**src/rtl/autocorr_sequencer.sv**
```systemverilog
// Frame autocorrelation sequencer: capture FRAME_LEN serial bits, then compute and present
// the +/-1 autocorrelation for lags 0..MAX_LAG. Optional macro AUTOCORR_ABORT_EN adds abort_i.
module autocorr_sequencer #(
    parameter int FRAME_LEN = 8,
    parameter int MAX_LAG   = 3,
    localparam int CW = $clog2(FRAME_LEN + 1) + 1,
    localparam int LW = (MAX_LAG > 0) ? $clog2(MAX_LAG + 1) : 1
) (
    input  logic                 clk,
    input  logic                 rst_n,
    input  logic                 start_i,
    input  logic                 in_i,
    input  logic                 in_valid_i,
    output logic                 busy_o,
    output logic [LW-1:0]        lag_o,
    output logic signed [CW-1:0] corr_o,
    output logic                 corr_valid_o,
    input  logic                 corr_ready_i,
`ifdef AUTOCORR_ABORT_EN
    input  logic                 abort_i,
`endif
    output logic                 done_o
);

    localparam int IW = $clog2(FRAME_LEN);

    typedef enum logic [2:0] {
        S_IDLE,
        S_CAPTURE,
        S_COMPUTE,
        S_PRESENT,
        S_FINISH
    } state_t;

    state_t                state_q, state_d;
    logic [IW-1:0]         cnt_q, cnt_d;
    logic signed [CW-1:0]  acc_q, acc_d;
    logic [LW-1:0]         lag_q, lag_d;
    logic [FRAME_LEN-1:0]  s_q, s_d;
    logic [FRAME_LEN-1:0]  s_shift;
    logic                  last_term;
    logic                  abort_w;

`ifdef AUTOCORR_ABORT_EN
    assign abort_w = abort_i;
`else
    assign abort_w = 1'b0;
`endif

    // s_shift[i] is s[i+lag]; the same counter walks the capture slot and the term index
    assign s_shift   = s_q >> lag_q;
    assign last_term = (cnt_q == (IW'(FRAME_LEN - 1) - IW'(lag_q)));

    always_ff @(posedge clk or negedge rst_n) begin
        if (!rst_n) begin
            state_q <= S_IDLE;
            cnt_q   <= '0;
            acc_q   <= '0;
            lag_q   <= '0;
            s_q     <= '0;
        end else begin
            state_q <= state_d;
            cnt_q   <= cnt_d;
            acc_q   <= acc_d;
            lag_q   <= lag_d;
            s_q     <= s_d;
        end
    end

    always_comb begin
        state_d = state_q;
        cnt_d   = cnt_q;
        acc_d   = acc_q;
        lag_d   = lag_q;
        s_d     = s_q;
        case (state_q)
            S_IDLE: begin
                if (start_i) begin
                    cnt_d   = '0;
                    acc_d   = '0;
                    lag_d   = '0;
                    state_d = S_CAPTURE;
                end
            end
            S_CAPTURE: begin
                if (in_valid_i) begin
                    s_d[cnt_q] = in_i;
                    if (cnt_q == IW'(FRAME_LEN - 1)) begin
                        cnt_d   = '0;
                        acc_d   = '0;
                        state_d = S_COMPUTE;
                    end else begin
                        cnt_d = cnt_q + 1'b1;
                    end
                end
            end
            S_COMPUTE: begin
                acc_d = acc_q + ((s_q[cnt_q] == s_shift[cnt_q]) ? CW'(1) : {CW{1'b1}});
                if (last_term) begin
                    cnt_d   = '0;
                    state_d = S_PRESENT;
                end else begin
                    cnt_d = cnt_q + 1'b1;
                end
            end
            S_PRESENT: begin
                if (corr_ready_i) begin
                    if (lag_q == LW'(MAX_LAG)) begin
                        state_d = S_FINISH;
                    end else begin
                        lag_d   = lag_q + 1'b1;
                        acc_d   = '0;
                        cnt_d   = '0;
                        state_d = S_COMPUTE;
                    end
                end
            end
            S_FINISH: state_d = S_IDLE;
            default:  state_d = S_IDLE;
        endcase
        // abort wins over any handshake in the same cycle
        if (abort_w && (state_q != S_IDLE)) begin
            state_d = S_IDLE;
        end
    end

    assign busy_o       = (state_q != S_IDLE);
    assign corr_valid_o = (state_q == S_PRESENT);
    assign done_o       = (state_q == S_FINISH);
    assign lag_o        = lag_q;
    assign corr_o       = (state_q == S_PRESENT) ? acc_q : '0;

endmodule
```
**config.mk**
```make
export PLATFORM = sky130hd
export DESIGN_NAME = autocorr_sequencer
export DESIGN_NICKNAME = d
export VERILOG_FILES = /design/src/rtl/autocorr_sequencer.sv
export SDC_FILE = /design/constraint.sdc
export NUM_CORES = 1
export LEC_CHECK = 0
export ABC_CLOCK_PERIOD_IN_PS = 10100
export BUFFER_PORTS_ARGS = -buffer_cell sky130_fd_sc_hd__buf_4
export CAP_MARGIN = 5
export CORE_MARGIN = 1
export CORE_UTILIZATION = 65
export CTS_BUF_LIST = sky130_fd_sc_hd__clkbuf_2 sky130_fd_sc_hd__clkbuf_4 sky130_fd_sc_hd__clkbuf_8
export DETAILED_ROUTE_END_ITERATION = 12
export PLACE_DENSITY = 0.87
export SETUP_SLACK_MARGIN = 0.1
export SLEW_MARGIN = 30
export SYNTH_ARGS = -nofsm -noshare
export SYNTH_HDL_FRONTEND = slang
export SYNTH_SLANG_ARGS = --single-unit
```
**constraint.sdc**
```tcl
create_clock -name clk -period 10.1 [get_ports clk]
set_clock_uncertainty 0.1 [all_clocks]
set_input_delay 1.01 -clock clk [delete_from_list [all_inputs] [get_ports clk]]
set_output_delay 1.01 -clock clk [all_outputs]
set_load 0.01 [all_outputs]
```
==> flow_metrics.py, run 1 <==
metrics = {
    "cells_and_area": {
        "nets": 186,
        "synthToLayoutAreaGrowth_pct": 7.735,
        "drive_gt1_share_pct": 15.79,
        "fin_util_pct": 75.75,
        "antenna_cells": 0,
        "nFillCells": 146,
    },
    "floorplan": {
        "num_io_pins": 16,
        "core-area_mm2": 0.002255,
        "fp.dieW_um": 51.39,
        "die_area_mm2": 0.002640,
        "die_y_um": 51.39,
        "initial_core_util_pct": 70.31,
        "std_cell_rows": 17,
    },
    "clock_tree": {
        "cts.clk_slew.worst_paths_ns": 0.12,
        "tritoncts": "done",
        "cts.sinks": 21,
        "htreeDepth": 1,
        "clock_path_buffers": 2,
        "cts_setup_buffers": 0,
        "clk_latency_ns": 0.32,
        "cts-root-buf": "clkbuf_4",
        "cts-resized-gates": 0,
        "hold_buffers": 0,
        "numCtsBuffers": 3,
    },
    "yosys": {
        "yosysTopAreaCellShare_pct": 33.15,
        "synth.most_common_cell": "dfrtp_1",
        "synth-edff-count": 0,
        "yosysTopAreaCell": "dfrtp_1",
        "synth.area.top_cells": "dfrtp_1 33%, mux2_1 7.1%, mux4_2 7.1%, ha_1 5.5%, nand2_1 3.1%",
        "yosys-top-cells-count": "21 x dfrtp_1, 13 x nand2_1, 11 x nor2_1",
        "ys_warn_count": 0,
        "synthArstFlopShare_pct": 100.0,
        "yosysUniqueCellTypes": 49,
        "syn_area_mm2": 0.001585,
        "ys_seq_elements": 21,
        "postSynthCellCount": 162,
        "avgSynthCellArea_um2": 9.786,
        "syn-num-nets": 176,
        "ys_seq_area_share_pct": 33.15,
        "synth_ff_type": "dfrtp_1",
    },
    "route": {
        "wl_met3_um": 137,
        "wl_met1_um": 1396,
        "vias": 1303,
        "wl_met2_um": 1713,
        "via_per_inst": 6.548,
        "top_layer": "met4",
        "final_antenna_net_count": 0,
        "drc_errors": 0,
        "drt_iter0_drc": 26,
        "firstDrtPassIters": 4,
        "wl_per_cell_um": 16.50,
        "routed_wl_um": 3283,
    },
    "grt": {
        "grt_pass1_vias": 1236,
        "grt_pass1_wl_um": 5464,
        "grtUsageTotal_pct": 27.99,
        "grt_max_degree": 22,
        "grt_overflow": 0,
        "antenna_found_initial": 0,
    },
    "min_path": {
        "hp-class": "in2async",
    },
    "placed_design": {
        "port_buffers": 15,
        "gp_congestion": 0.8171,
        "post-place-ws_ns": 5.867,
        "dp_hpwl_um": 2468,
    },
    "critical_path": {
        "crit_path_end_kind": "flip-flop",
        "worst_setup_path_start_kind": "flip-flop",
        "r2r-start": "lag_o[0]",
        "cp_data_required_time_ns": 10.22,
        "r2r_slack_ns": 5.85,
        "crit_fanout": 13,
        "cp.arrival_ns": 4.37,
        "crit_type": "reg2reg",
        "rr_worst_depth": 13,
        "reg2reg_to": "acc_q[4]",
    },
    "timing": {
        "worst_pin_slew_ns": 0.6332,
        "hold_slack_ns": 0.4491,
        "fin_crit_sh_pct": 42.13,
        "rsz0062_at_grt": "false",
        "final_hold_viol_count": 0,
        "setup_tns_ns": 0,
        "max_slew_margin_pct": 57.24,
        "drv_slew": 0,
        "fin_crit_ns": 4.255,
        "max_freq_mhz": 235.0,
        "fin_ws_ns": 5.845,
        "setup_viol": 0,
    },
    "outcome": {
        "status": "finished, final reports clean",
    },
    "pwr": {
        "p_sw_share_pct": 46.45,
        "power_frac_seq_pct": 29.7,
        "leakage_nw": 0.8168,
        "combPwrFrac_pct": 63.1,
        "intPower_mw": 0.3190,
        "p_switching_mw": 0.2767,
        "vdd.ir_drop.worst_mv": 0.2772,
        "powerDensity_mw_per_mm2": 348.8,
        "finalPower_mw": 0.5957,
        "p_clk_share_pct": 7.1,
    },
    "flow_run": {
        "cap_violations": 0,
    },
}
-- sequential cells by signal, summed over array words and instances (netlist names) --
signal,flops
acc_q,5
cnt_q,3
lag_o,2
s_q,8
state_q,3
-- cell usage in the layout (no fill, tap or decap), types with 2 or more instances in the layout --
| master | instances |
|---|---|
| nor2b_1 | 3 |
| a31oi_1 | 2 |
| inv_1 | 4 |
| o21ai_1 | 2 |
| nor3_1 | 6 |
| mux2i_1 | 3 |
| nor4_1 | 2 |
| nand2_1 | 13 |
| ha_1 | 7 |
| o31ai_1 | 2 |
| a22o_1 | 3 |
| nor3b_1 | 2 |
| mux2_1 | 10 |
| clkbuf_4 | 3 |
| a21oi_1 | 6 |
| nand2b_1 | 3 |
| nand3_1 | 2 |
| a21o_1 | 3 |
| and3_1 | 5 |
| and2_1 | 6 |
| or2_1 | 2 |
| buf_4 | 15 |
| nand3b_1 | 4 |
| xor2_1 | 5 |
| dfrtp_1 | 21 |
| mux4_2 | 5 |
| nor2_1 | 11 |
-- worst max path at each step --
stage                   from  cells after the start        to  slack, ns
floorplan           lag_o[0]                     14  acc_q[4]       6.38
global placement    lag_o[0]                     13  acc_q[4]       6.08
detailed placement  lag_o[0]                     13  acc_q[4]       5.87
CTS                 lag_o[0]                     13  acc_q[4]       5.85
global route        lag_o[0]                     13  acc_q[4]       5.61
finish              lag_o[0]                     13  acc_q[4]       5.85
-- worst max-delay path, cell delays in order (launching register included) --
cell	delay [ns]
dfrtp_1	0.71
mux4_2	0.56
and3_1	0.17
a31o_1	0.19
or2_2	0.30
nor2_1	0.14
xor2_1	0.41
ha_1	0.35
a21o_1	0.17
a21oi_1	0.16
a21oi_1	0.07
or2_0	0.25
o311a_1	0.30
a221o_1	0.26
-- logic make-up (layout without fill, tap and decap cells) --
| kind of cell | count (synthesis) | after routing | synth area share, % |
|---|---|---|---|
| buf+inv | 14 | 23 | 4.262 |
| compound gates | 29 | 29 | 13.18 |
| mux | 20 | 20 | 17.76 |
| simple gates | 65 | 65 | 22.10 |
| flops | 21 | 21 | 33.15 |
| fa+ha+maj | 8 | 8 | 6.787 |
| xor+xnor | 5 | 5 | 2.762 |
-- through the flow --
stage          cells  cell area, µm²
2_1_floorplan    162            1585
3_3_place_gp     195            1680
3_5_place_dp     195            1680
4_1_cts          199            1708
5_1_grt          199            1708
6_report         199            1708
-- cell type report --
type	count	area [µm²]	area share (%)
Multi-Input combinational cell	127	992.2	58.10
Inverter	4	15.01	0.8791
Timing Repair Buffer	15	112.6	6.593
Clock buffer	3	22.52	1.319
Tap cell	28	35.03	2.051
Clock inverter	1	5.005	0.2930
Sequential cell	21	525.5	30.77
-- power by group through the flow --
| stage | Clock [mW] | Sequential (mW) | Combinational, mW |
|---|---|---|---|
| global route | 0.0460 | 0.185 | 0.414 |
| detailed placement | 0 | 0.178 | 0.373 |
| floorplan | 0 | 0.141 | 0.319 |
| global placement | 0 | 0.174 | 0.346 |
| finish | 0.0425 | 0.177 | 0.376 |
| CTS | 0.0437 | 0.176 | 0.375 |
-- per-layer routing --
layer  up-vias  track usage (%)
met5         -                0
met4         0            9.910
met3         5            3.869
met2        34            49.57
met1       649            34.35
li1        615                -
(Power assumes the default switching activity.)
==> run 2, diff against run 1 <==
--- a/config.mk
+++ b/config.mk
@@ -5,14 +5,14 @@
 export SDC_FILE = /design/constraint.sdc
 export NUM_CORES = 1
 export LEC_CHECK = 0
-export ABC_CLOCK_PERIOD_IN_PS = 10100
+export ABC_CLOCK_PERIOD_IN_PS = 3460
 export BUFFER_PORTS_ARGS = -buffer_cell sky130_fd_sc_hd__buf_4
 export CAP_MARGIN = 5
 export CORE_MARGIN = 1
-export CORE_UTILIZATION = 65
+export CORE_UTILIZATION = 55
 export CTS_BUF_LIST = sky130_fd_sc_hd__clkbuf_2 sky130_fd_sc_hd__clkbuf_4 sky130_fd_sc_hd__clkbuf_8
 export DETAILED_ROUTE_END_ITERATION = 12
-export PLACE_DENSITY = 0.87
+export PLACE_DENSITY = 0.78
 export SETUP_SLACK_MARGIN = 0.1
 export SLEW_MARGIN = 30
 export SYNTH_ARGS = -nofsm -noshare
==> constraint.sdc (replaced) <==
create_clock -name clk -period 3.46 [get_ports clk]
set_clock_uncertainty 0.1 [all_clocks]
set_input_delay 0.346 -clock clk [delete_from_list [all_inputs] [get_ports clk]]
set_output_delay 0.346 -clock clk [all_outputs]
set_load 0.01 [all_outputs]
==> run 2 against run 1 <==
Effect of this change: the flow now finishes with violations (setup timing); sequential share of layout area is 3.4 points lower; die area is 17% higher; wire length is 5.4% higher; global-route usage is 2.7 points lower; final cell count is 12% higher; critical endpoint unchanged; highest routed layer unchanged.
==> flow_metrics.py, run 2 (synthesis gave the netlist of run 1 again) <==
metrics = {
    "grt": {
        "gr-usage-met3_pct": 2.326,
        "grt_use_met2_pct": 45.78,
        "antenna_found_initial": 0,
        "grt_overflow": 0,
        "grt_pass1_vias": 1340,
        "grt_max_degree": 22,
        "grt_pass1_wl_um": 6189,
        "busiest_layer": "met2",
        "grt_use_met1_pct": 31.96,
        "grtUsageTotal_pct": 25.30,
    },
    "timing": {
        "setup_viol": 1,
        "max_slew_margin_pct": 57.86,
        "worst_pin_slew_ns": 0.6240,
        "rsz0062_at_grt": "true",
        "max_freq_mhz": 283.2,
        "fin_crit_sh_pct": 102.1,
        "drv_slew": 0,
        "fin_crit_ns": 3.532,
        "fin_ws_ns": -0.07155,
        "final_hold_viol_count": 0,
    },
    "placed_design": {
        "dp_hpwl_um": 2729,
        "port_buffers": 15,
        "place_area_mm2": 0.001848,
        "gp_congestion": 0.9498,
        "post-place-ws_ns": -0.03525,
    },
    "route": {
        "vias": 1341,
        "via_per_inst": 6.041,
        "drt_iter0_drc": 36,
        "final_antenna_net_count": 0,
        "routed_wl_um": 3460,
        "wl_per_cell_um": 15.59,
        "drc_errors": 0,
        "firstDrtPassIters": 4,
    },
    "cells_and_area": {
        "top_register": "s_q",
        "drive_gt1_share_pct": 28.27,
        "final_common_cell": "buf_4",
        "nets": 206,
        "synthToLayoutAreaGrowth_pct": 21.55,
        "nFillCells": 232,
        "largestRegisters": "s_q: 8 flops, acc_q: 5 flops",
        "largest_register_ffs": 8,
        "final_cell_mix": "34 x buf_4, 20 x dfrtp_1, 13 x nand2_1",
        "antenna_cells": 0,
        "finalInstanceArea_mm2": 0.001927,
    },
    "clock_tree": {
        "cts.sinks": 21,
        "cts-root-buf": "clkbuf_4",
        "clock_path_buffers": 2,
        "htreeDepth": 1,
        "cts.clk_slew.worst_paths_ns": 0.12,
        "tritoncts": "done",
        "clk_latency_ns": 0.31,
        "numCtsBuffers": 3,
    },
    "pwr": {
        "intPower_mw": 1.134,
        "p_switching_mw": 0.8750,
        "vdd.ir_drop.worst_mv": 0.9270,
        "p_clk_share_pct": 6.4,
        "p_sw_share_pct": 43.56,
        "combPwrFrac_pct": 70.9,
        "leakage_nw": 0.9255,
        "finalPower_mw": 2.009,
        "powerDensity_mw_per_mm2": 1042,
        "power_frac_seq_pct": 22.6,
    },
    "outcome": {
        "violations": "setup timing",
        "status": "finished with violations",
    },
    "floorplan": {
        "fp.dieW_um": 55.69,
        "num_io_pins": 16,
        "die_area_mm2": 0.003101,
        "std_cell_rows": 19,
        "die_y_um": 55.69,
        "core-area_mm2": 0.002734,
        "initial_core_util_pct": 57.99,
    },
    "critical_path": {
        "crit_path_end_kind": "flip-flop",
        "worst_setup_path_start_kind": "flip-flop",
        "cp_data_required_time_ns": 3.57,
        "rr_worst_depth": 14,
        "crit_type": "reg2reg",
        "crit_fanout": 3,
        "cp.arrival_ns": 3.64,
    },
    "min_path": {
        "hp-class": "in2reg",
        "whs_path_depth": 2,
    },
    "flow_run": {
        "cap_violations": 0,
    },
}
==> run 2: worst max-delay path, cell delays in order, from the launching register on <==
cell and delay (ns):
dfrtp_2 0.42, buf_4 0.15, mux4_2 0.51, nand3b_1 0.10, a21oi_1 0.09, or2_4 0.28, nor2_4 0.13, xor2_4 0.10
fa_2 0.36, a21o_1 0.19, a21oi_2 0.15, a21oi_2 0.06, or2_1 0.25, o311a_1 0.30, a221o_1 0.25
==> run 2: path summary, 6_finish.rpt <==
path	from	endpoint	slack (ns)
setup / recovery	lag_o[0]	acc_q[4]	-0.07
hold / removal	in_i	s_q[1]	0.21
setup reg to reg	lag_o[0]	acc_q[4]	-0.07
hold reg to reg	s_q[0]	s_q[0]	0.46
max in group asynchronous	rst_n	lag_o[0]	2.69
min in group asynchronous	rst_n	lag_o[1]	0.33
==> run 2: layout make-up <==
| cell class | instances | area (µm²) | area share [%] |
|---|---|---|---|
| Clock buffer | 4 | 30.03 | 1.558 |
| Inverter | 4 | 15.01 | 0.7792 |
| Multi-Input combinational cell | 127 | 1051 | 54.55 |
| Sequential cell | 21 | 526.8 | 27.34 |
| Tap cell | 31 | 38.79 | 2.013 |
| Timing Repair Buffer | 35 | 265.3 | 13.77 |
==> run 2: metal layers <==
layer  wire [µm]  up-vias
li1            -      654
met1        1545      660
met2        1798       25
met3          95        2
met4          21        0
met5           0        -
==> run 2: power groups by stage <==
stage	Sequential [mW]	Combinational, mW	Clock, mW
6_report	0.455	1.42	0.129
5_1_grt	0.469	1.58	0.138
4_1_cts	0.452	1.38	0.134
3_5_place_dp	0.460	1.37	0
3_3_place_gp	0.450	1.30	0
2_1_floorplan	0.413	1.03	0
==> run 2: what timing repair did <==
action | in CTS | in global routing
endpoints found under the hold margin | 21 | 0
endpoints found under the setup margin | 1 | 1
hold buffers | 1 | 0
buffers inserted | 3 | 1
resized for setup | 1 | 2
==> run 2: metrics by stage <==
stage / utilization (%) / std cells / setup TNS [ns] / hold slack (ns)
after floorplan: - / 162 / 0 / -0.04959
final: 70.48 / 222 / -0.07155 / 0.2112
after global placement: 67.60 / 213 / 0 / 0.1386
after global routing: 70.48 / 222 / -0.2015 / 0.2112
after detailed placement: 67.60 / 213 / -0.03525 / 0.1430
after CTS: 69.89 / 221 / -0.04196 / 0.2055
==> run 3, diff against run 2 <==
--- a/config.mk
+++ b/config.mk
@@ -14,6 +14,7 @@
 export DETAILED_ROUTE_END_ITERATION = 12
 export PLACE_DENSITY = 0.78
 export SETUP_SLACK_MARGIN = 0.1
+export SKIP_CTS_REPAIR_TIMING = 1
 export SLEW_MARGIN = 30
 export SYNTH_ARGS = -nofsm -noshare
 export SYNTH_HDL_FRONTEND = slang
==> run 3 against run 2 <==
Effect of this change: the run still ends with setup timing left; critical path depth is the same; register-to-register slack gained 0.02 ns; setup slack gained 0.016 ns; total power shrank 0.15%; critical path type unchanged.
==> flow_metrics.py, run 3 (synthesis gave the netlist of run 1 again) <==
metrics = {
    "outcome": {
        "status": "finished with violations",
        "violations": "setup timing",
    },
    "pwr": {
        "intPower_mw": 1.134,
        "p_sw_share_pct": 43.48,
        "power_frac_seq_pct": 22.6,
        "vdd.ir_drop.worst_mv": 0.9266,
        "powerDensity_mw_per_mm2": 1041,
        "leakage_nw": 0.9255,
        "combPwrFrac_pct": 70.8,
        "p_switching_mw": 0.8719,
        "p_clk_share_pct": 6.6,
    },
    "critical_path": {
        "worstSetupEndpoint": "acc_q[4]",
        "cp_slowest_cell": "mux4_2",
        "crit_top_cell": "a21oi_2",
        "reg2reg_to": "acc_q[4]",
        "crit_type": "reg2reg",
        "r2r-start": "lag_o[0]",
        "rr_worst_depth": 14,
        "path_cells": "buf_4 > mux4_2 > nand3b_1 > a21oi_1 > or2_4 > nor2_4 > xor2_4 > fa_2 > a21o_1 > a21oi_2 > a21oi_2 > or2_1 > o311a_1 > a221o_1",
        "crit_start": "lag_o[0]",
        "max_stage_delay_ns": 0.51,
        "cp_data_required_time_ns": 3.58,
        "cp.arrival_ns": 3.63,
        "worst_setup_path_start_kind": "flip-flop",
        "crit_fanout": 3,
        "crit_path_end_kind": "flip-flop",
        "r2r_slack_ns": -0.06,
    },
    "timing": {
        "max_slew_margin_pct": 57.86,
        "drv_slew": 0,
        "setup_viol": 1,
        "final_hold_viol_count": 0,
        "worst_pin_slew_ns": 0.6240,
        "fin_ws_ns": -0.05522,
        "fin_crit_ns": 3.515,
        "rsz0062_at_grt": "true",
        "max_freq_mhz": 284.5,
        "fin_crit_sh_pct": 101.6,
    },
    "cells_and_area": {
        "antenna_cells": 0,
        "nets": 206,
        "final_common_cell": "buf_4",
        "synthToLayoutAreaGrowth_pct": 21.55,
        "top_register": "s_q",
        "largestRegisters": "s_q: 8 flops, acc_q: 5 flops",
        "drive_gt1_share_pct": 28.27,
        "final_cell_mix": "34 x buf_4, 20 x dfrtp_1, 13 x nand2_1",
        "finalInstanceArea_mm2": 0.001927,
        "largest_register_ffs": 8,
        "fin_util_pct": 70.48,
    },
    "route": {
        "drt_iter0_drc": 26,
        "final_antenna_net_count": 0,
        "drc_errors": 0,
        "firstDrtPassIters": 4,
        "wl_per_cell_um": 15.49,
        "routed_wl_um": 3438,
        "via_per_inst": 6.050,
        "vias": 1343,
    },
    "floorplan": {
        "std_cell_rows": 19,
        "core-area_mm2": 0.002734,
        "num_io_pins": 16,
        "die_area_mm2": 0.003101,
        "fp.dieW_um": 55.69,
        "initial_core_util_pct": 57.99,
        "die_y_um": 55.69,
    },
    "clock_tree": {
        "numCtsBuffers": 3,
        "cts-root-buf": "clkbuf_4",
        "cts.clk_slew.worst_paths_ns": 0.12,
        "clock_path_buffers": 2,
        "cts.sinks": 21,
        "htreeDepth": 1,
        "clk_latency_ns": 0.32,
        "tritoncts": "done",
    },
    "placed_design": {
        "port_buffers": 15,
        "dp_hpwl_um": 2729,
        "gp_congestion": 0.9498,
        "place_area_mm2": 0.001848,
    },
    "grt": {
        "grt_pass1_wl_um": 6147,
        "grtUsageTotal_pct": 25.10,
        "grt_pass1_vias": 1334,
        "antenna_found_initial": 0,
        "grt_max_degree": 22,
        "grt_overflow": 0,
    },
    "min_path": {
        "hp-class": "in2reg",
    },
    "flow_run": {
        "cap_violations": 0,
    },
}
run 3: cell counts in the layout (fill, tap and decap cells not counted):
Identical to the previous run, type by type.
run 3: cell type report:
type / count / area (µm²)
Fill cell: 234 / 807.0
Inverter: 4 / 15.01
Tap cell: 31 / 38.79
Multi-Input combinational cell: 127 / 1051
Clock buffer: 4 / 30.03
Timing Repair Buffer: 35 / 265.3
Sequential cell: 21 / 526.8
run 3: worst max-delay path, delay by kind of cell (launching register included):
kind	cells	cell delay, ns
flip-flops	1	0.41
AO/OA/AOI/OAI	6	1.04
AND/OR/NAND/NOR	4	0.75
multiplexers	1	0.51
XOR/XNOR	1	0.10
buffers and inverters	1	0.15
adder cells (fa/ha/maj)	1	0.36
run 3: metrics by stage:
step	setup slack [ns]	hold WS, ns	power (mW)	instances	TNS (ns)
after floorplan	0.05443	-0.04959	1.438	162	0
after global placement	0.05463	0.1386	1.746	213	0
after detailed placement	-0.03525	0.1430	1.827	213	-0.03525
after CTS	-0.05921	-0.2046	1.959	217	-0.05921
after global routing	-0.1954	0.2112	2.186	222	-0.1954
final	-0.05522	0.1994	2.006	222	-0.05522
run 3: power groups by stage:
stage | clock (mW) | sequential [mW] | combinational [mW]
after CTS | 0.134 | 0.454 | 1.37
after global routing | 0.138 | 0.470 | 1.58
after global placement | 0 | 0.450 | 1.30
after detailed placement | 0 | 0.460 | 1.37
final | 0.132 | 0.454 | 1.42
after floorplan | 0 | 0.413 | 1.03
run 3: routing by layer:
metal | track usage [%] | up-vias | wire [µm]
met1 | 32.12 | 652 | 1507
met4 | 8.929 | 0 | 52
met5 | 0 | - | 0
met2 | 44.23 | 32 | 1751
li1 | - | 654 | -
met3 | 2.326 | 5 | 127
run 3: worst min-delay path by stage:
stage	cells past startpoint	endpoint	slack, ns	start
after global placement	1	state_q[1]	0.14	rst_n
after detailed placement	1	state_q[2]	0.14	rst_n
final	2	s_q[1]	0.20	in_i
after floorplan	0	acc_q[0]	-0.05	rst_n
after global routing	2	s_q[7]	0.21	in_i
after CTS	1	state_q[2]	-0.20	rst_n
